**src/rtl/ans_ltf_ctrl.sv**
```systemverilog
// Sequencer for the ANS HT-LTF generator: coefficient intake, boot/IFFT timing, LTF playback.
// Build option: define ANS_LTF_CP_EN to prepend the 16-sample cyclic prefix (80 samples per play).
module ans_ltf_ctrl #(
    parameter int GEN_CYCLES = 256
) (
    input  logic         clk,
    input  logic         reset,
    input  logic         coeff_valid,
    input  logic [127:0] coeff_data,
    output logic         coeff_ready,
    output logic         gen_boot,
    output logic [127:0] gen_coeff,
    output logic [6:0]   gen_addr,
    input  logic [31:0]  gen_data,
    input  logic         play_req,
    output logic         ltf_valid,
    output logic         busy,
    output logic [31:0]  sample_o,
    output logic         sample_valid,
    output logic         play_done
);

`ifdef ANS_LTF_CP_EN
    localparam int N = 80;
`else
    localparam int N = 64;
`endif
    localparam logic [6:0] LAST_IDX = 7'(N - 1);
    localparam logic [8:0] GEN_LOAD = 9'(GEN_CYCLES - 1);

    typedef enum logic [2:0] {
        S_IDLE,
        S_BOOT,
        S_GEN,
        S_READY,
        S_PLAY
    } state_t;

    state_t     state;
    logic [8:0] gen_cnt;
    logic [6:0] idx;
    logic       hs;

    // Playback index to buffer address; the prefix replays the tail of the symbol.
    function automatic logic [6:0] play_addr(input logic [6:0] k);
`ifdef ANS_LTF_CP_EN
        return (k < 7'd16) ? (k + 7'd48) : (k - 7'd16);
`else
        return k;
`endif
    endfunction

    // A pending play request wins over a coefficient offer in READY.
    assign coeff_ready = !reset &&
                         ((state == S_IDLE) || ((state == S_READY) && !play_req));
    assign hs = coeff_valid && coeff_ready;

    always_ff @(posedge clk) begin
        if (reset) begin
            state        <= S_IDLE;
            gen_cnt      <= '0;
            idx          <= '0;
            gen_coeff    <= '0;
            gen_boot     <= 1'b0;
            gen_addr     <= '0;
            ltf_valid    <= 1'b0;
            busy         <= 1'b0;
            sample_o     <= '0;
            sample_valid <= 1'b0;
            play_done    <= 1'b0;
        end else begin
            gen_boot     <= 1'b0;
            play_done    <= 1'b0;
            sample_valid <= (state == S_PLAY);
            if (state == S_PLAY)
                sample_o <= gen_data;

            case (state)
                S_IDLE: begin
                    if (hs) begin
                        gen_coeff <= coeff_data;
                        ltf_valid <= 1'b0;
                        gen_boot  <= 1'b1;
                        busy      <= 1'b1;
                        state     <= S_BOOT;
                    end
                end
                S_BOOT: begin
                    gen_cnt <= GEN_LOAD;
                    state   <= S_GEN;
                end
                S_GEN: begin
                    if (gen_cnt == 9'd0) begin
                        ltf_valid <= 1'b1;
                        busy      <= 1'b0;
                        state     <= S_READY;
                    end else begin
                        gen_cnt <= gen_cnt - 9'd1;
                    end
                end
                S_READY: begin
                    if (play_req) begin
                        idx      <= '0;
                        gen_addr <= play_addr(7'd0);
                        busy     <= 1'b1;
                        state    <= S_PLAY;
                    end else if (hs) begin
                        gen_coeff <= coeff_data;
                        ltf_valid <= 1'b0;
                        gen_boot  <= 1'b1;
                        busy      <= 1'b1;
                        state     <= S_BOOT;
                    end
                end
                S_PLAY: begin
                    if (idx == LAST_IDX) begin
                        gen_addr  <= '0;
                        busy      <= 1'b0;
                        play_done <= 1'b1;
                        state     <= S_READY;
                    end else begin
                        idx      <= idx + 7'd1;
                        gen_addr <= play_addr(idx + 7'd1);
                    end
                end
                default: state <= S_IDLE;
            endcase
        end
    end

endmodule
```
**config.mk**
```make
export PLATFORM = sky130hd
export DESIGN_NAME = ans_ltf_ctrl
export DESIGN_NICKNAME = d
export VERILOG_FILES = /design/src/rtl/ans_ltf_ctrl.sv
export SDC_FILE = /design/constraint.sdc
export NUM_CORES = 1
export LEC_CHECK = 0
export CORE_MARGIN = 5
export CORE_UTILIZATION = 32
export CTS_CLUSTER_DIAMETER = 120
export DETAILED_ROUTE_END_ITERATION = 12
export PLACE_DENSITY_LB_ADDON = 0.08
export SETUP_SLACK_MARGIN = 0.05
export SYNTH_ARGS = -nofsm -noshare
export SYNTH_HDL_FRONTEND = slang
export SYNTH_SLANG_ARGS = --single-unit
```
**constraint.sdc**
```tcl
create_clock -name clk -period 2.1 [get_ports clk]
set_input_delay 0.42 -clock clk [delete_from_list [all_inputs] [get_ports clk]]
set_output_delay 0.42 -clock clk [all_outputs]
set_load 0.1 [all_outputs]
```
==> results.tsv <==
stage	metric	value	unit
run_status	status	complete, no violations	
floorplan	rows	54	
synth	synth_edf_count	0	
finish	n_fill_cell	2189	
floorplan	dieHeight	158	um
setup_path	cp.required	1.68	ns
floorplan	initial_core_util	32.2	%
clock_tree	htree_levels	4	
setup_path	endpoint_kind	output port	
clock_tree	cts_tree	yes	
finish	drive_above_1_share	20.6	%
synth	ys_ff_latch	191	
sta	tns	0	ns
sta	fmax	0.509	GHz
placement	post_dp_cell_area	10300	sq um
synth	synth_warnings	0	
route	top_layer	met4	
synth	yosysUniqueCellTypes	51	
route	drtAntennaViolNets	0	
sta	fin_crit_sh	93.6	%
sta	relSlewSlack	55.2	%
sta	period_needed	1.97	ns
route	first_pass_iters	5	
synth	ys.flop_type	dfxtp_1	
grt	grt_pass1_wl	34.5	mm
placement	dp.final_hpwl	16.7	mm
setup_path	path_max_fanout	3	
route	drc_errors	0	
clock_tree	cts_sinks	191	
route	vias	6740	
finish	fin_area	10900	sq um
clock_tree	clk_latency	0.43	ns
sta	rsz0062_at_grt	false	
route	drt_iter0_markers	398	
grt	grt_usage	17.4	%
placement	gp_congestion	0.767	
grt	overflow	0	
clock_tree	clockBufferDepth	2	
route	wire_per_inst	15.7	um
clock_tree	cts_hold_buffers	0	
setup_path	criticalPathCategory	in2out	
sta	tightest_slew	0.671	ns
synth	syn_nets	1028	
grt	antenna_found_initial	1	
floorplan	die_w	158	um
clock_tree	cts-root-buf	clkbuf_16	
clock_tree	path_clk_slew	0.07	ns
route	wl_met1	9.91	mm
route	wl	23.2	mm
power_and_ir_drop	peakVddDrop	0.000491	V
synth	syn_avg_cell_area	8.11	sq um
finish	seq_area	3830	sq um
synth	synthCells	862	
sta	skew	0.0146	ns
clock_tree	cts_made_buffers	17	
floorplan	io-pin-count	337	
grt	first_global_vias	6257	
power_and_ir_drop	p_leak	4.30	nW
finish	layout.nets	1345	
min_path	min_path_type	reg2reg	
route	wl_met3	2.03	mm
finish	multiInputGateArea	2880	sq um
power_and_ir_drop	power.density	893	nW/um^2
route	met2_length	10.9	mm
job	drv_cap	0	
finish	area_growth	55.8	%
sta	hold_viol_final	0	
route	avgViaCountPerCell	4.58	
synth	seq_area_frac_synth	54.7	%
placement	port_buffers	336	
grt	grt_max_degree	131	
synth	async_reset_ff_share	0	%
synth	syn_area	6990	sq um
setup_path	worst_ep_arrival_time	1.55	ns
sta	finalSetupViolations	0	
sta	fin_hold_ws	0.456	ns
setup_path	critPathLaunchType	input pin	
sta	drv_slew	0	
floorplan	die_area	24900	sq um
floorplan	core_area	21700	sq um
==> kinds of logic (layout without fill, tap and decap cells) <==
group | Yosys count | after routing | share of synthesized area [%]
AO/OA/AOI/OAI | 209 | 209 | 16.6
XOR/XNOR | 5 | 5 | 0.626
adder cells (fa/ha/maj) | 2 | 2 | 0.358
buffers and inverters | 66 | 395 | 4.46
flip-flops | 191 | 191 | 54.7
multiplexers | 2 | 2 | 0.304
other | 0 | 1 | 0
AND/OR/NAND/NOR | 387 | 387 | 23.0
==> synth_stat cells (3+ instances only) <==
library cell,instances,area share [%]
o21ai_0,3,0.21
a22oi_1,5,0.54
dfxtp_1,191,55
xor2_1,3,0.38
a211oi_1,6,0.64
buf_2,27,1.9
nand2b_1,4,0.36
a21oi_1,173,12
a311oi_1,4,0.50
nor2b_1,3,0.27
clkbuf_1,31,1.7
nand3_1,5,0.36
a31oi_1,4,0.36
nor3b_1,3,0.32
buf_6,3,0.48
o21a_1,3,0.32
nor3_1,8,0.57
nor2_1,15,0.81
nand2_1,332,18
==> through the flow <==
| stage | worst slack [ns] | utilization (%) | total power [mW] | cells |
|---|---|---|---|---|
| after CTS | 0.0879 | 50.2 | 9.86 | 1471 |
| after floorplan | 0.0568 | - | 5.84 | 862 |
| after detailed placement | 0.0590 | 47.5 | 6.68 | 1440 |
| after global routing | 0.0540 | 50.2 | 10.1 | 1472 |
| after global placement | 0.0800 | 47.5 | 6.67 | 1440 |
| final | 0.133 | 50.2 | 9.73 | 1472 |
==> sequential cells by signal (all words and copies together) (netlist names) <==
| name | count |
|---|---|
| play_done | 1 |
| ltf_valid | 1 |
| gen_addr | 7 |
| gen_boot | 1 |
| gen_cnt | 9 |
| sample_valid | 1 |
| sample_o | 32 |
| busy | 1 |
| state | 3 |
| gen_coeff | 128 |
| idx | 7 |
==> worst paths after layout <==
path / start / end / slack, ns / cells after the start
worst max-delay path: play_req / coeff_ready / 0.13 / 5
worst min-delay path: gen_coeff[17] / gen_coeff[17] / 0.46 / 2
worst max register to register: idx[0] / busy / 0.30 / 5
worst min register to register: gen_coeff[17] / gen_coeff[17] / 0.46 / 2
==> layout make-up <==
| cell class | instances | area share (%) |
|---|---|---|
| antenna | 1 | 0.0230 |
| clock buffer | 19 | 3.97 |
| clock inverter | 12 | 1.23 |
| inverter | 3 | 0.126 |
| multi-input combinational | 605 | 26.5 |
| sequential | 191 | 35.2 |
| tap | 280 | 3.22 |
| timing repair buffer | 361 | 29.8 |
==> power breakdown <==
part           switching, mW  total (mW)  internal (mW)  leakage (nW)
logic                   1.81        2.61          0.800          2.49
clock network           1.48        3.15           1.67         0.263
registers              0.141        3.96           3.82          1.55
total                   3.44        9.73           6.29          4.30
==> routing by layer <==
layer  track usage (%)  vias to the layer above
li1                  -                     3477
met1              22.2                     3018
met3              5.03                       18
met4              5.00                        0
met5                 0                        -
met2              28.8                      227
==> cells in the final DEF (no fill, tap or decap), types with 2 or more instances in the layout <==
cell type	netlist	final
buf_12	0	10
clkbuf_1	31	2
nand3_1	5	5
clkdlybuf4s50_1	0	162
o21a_1	3	3
a211oi_1	6	6
and2_1	2	2
nor2b_1	3	3
nor3_1	8	7
dfxtp_1	191	189
nand2b_1	4	4
a22oi_1	5	5
nor3b_1	3	3
nand2_1	332	332
dfxtp_4	0	2
clkinv_4	0	2
a21o_1	2	2
a311oi_1	4	4
clkbuf_16	0	17
xor2_1	3	3
inv_1	2	2
clkinvlp_4	0	4
a21oi_1	173	173
inv_6	0	2
nor2_1	15	14
o21ai_0	3	3
buf_4	2	188
a31oi_1	4	4
inv_8	0	2
ha_1	2	2
xnor2_1	2	2
==> timing repair <==
| item | in CTS | in global routing |
|---|---|---|
| endpoints found under the setup margin | 1 | 1 |
| gates cloned | 0 | 0 |
| pin swaps | 0 | 0 |
| endpoints found under the hold margin | 0 | 0 |
| setup buffers | 0 | 0 |
| resized for setup | 5 | 1 |
==> critical path, stage by stage <==
cell and delay [ns]:
clkdlybuf4s50_1 0.41, and3b_2 0.29, nor2_1 0.07, nor3_4 0.15
buf_12 0.20
Note: power is estimated with default switching activity, not from simulation.
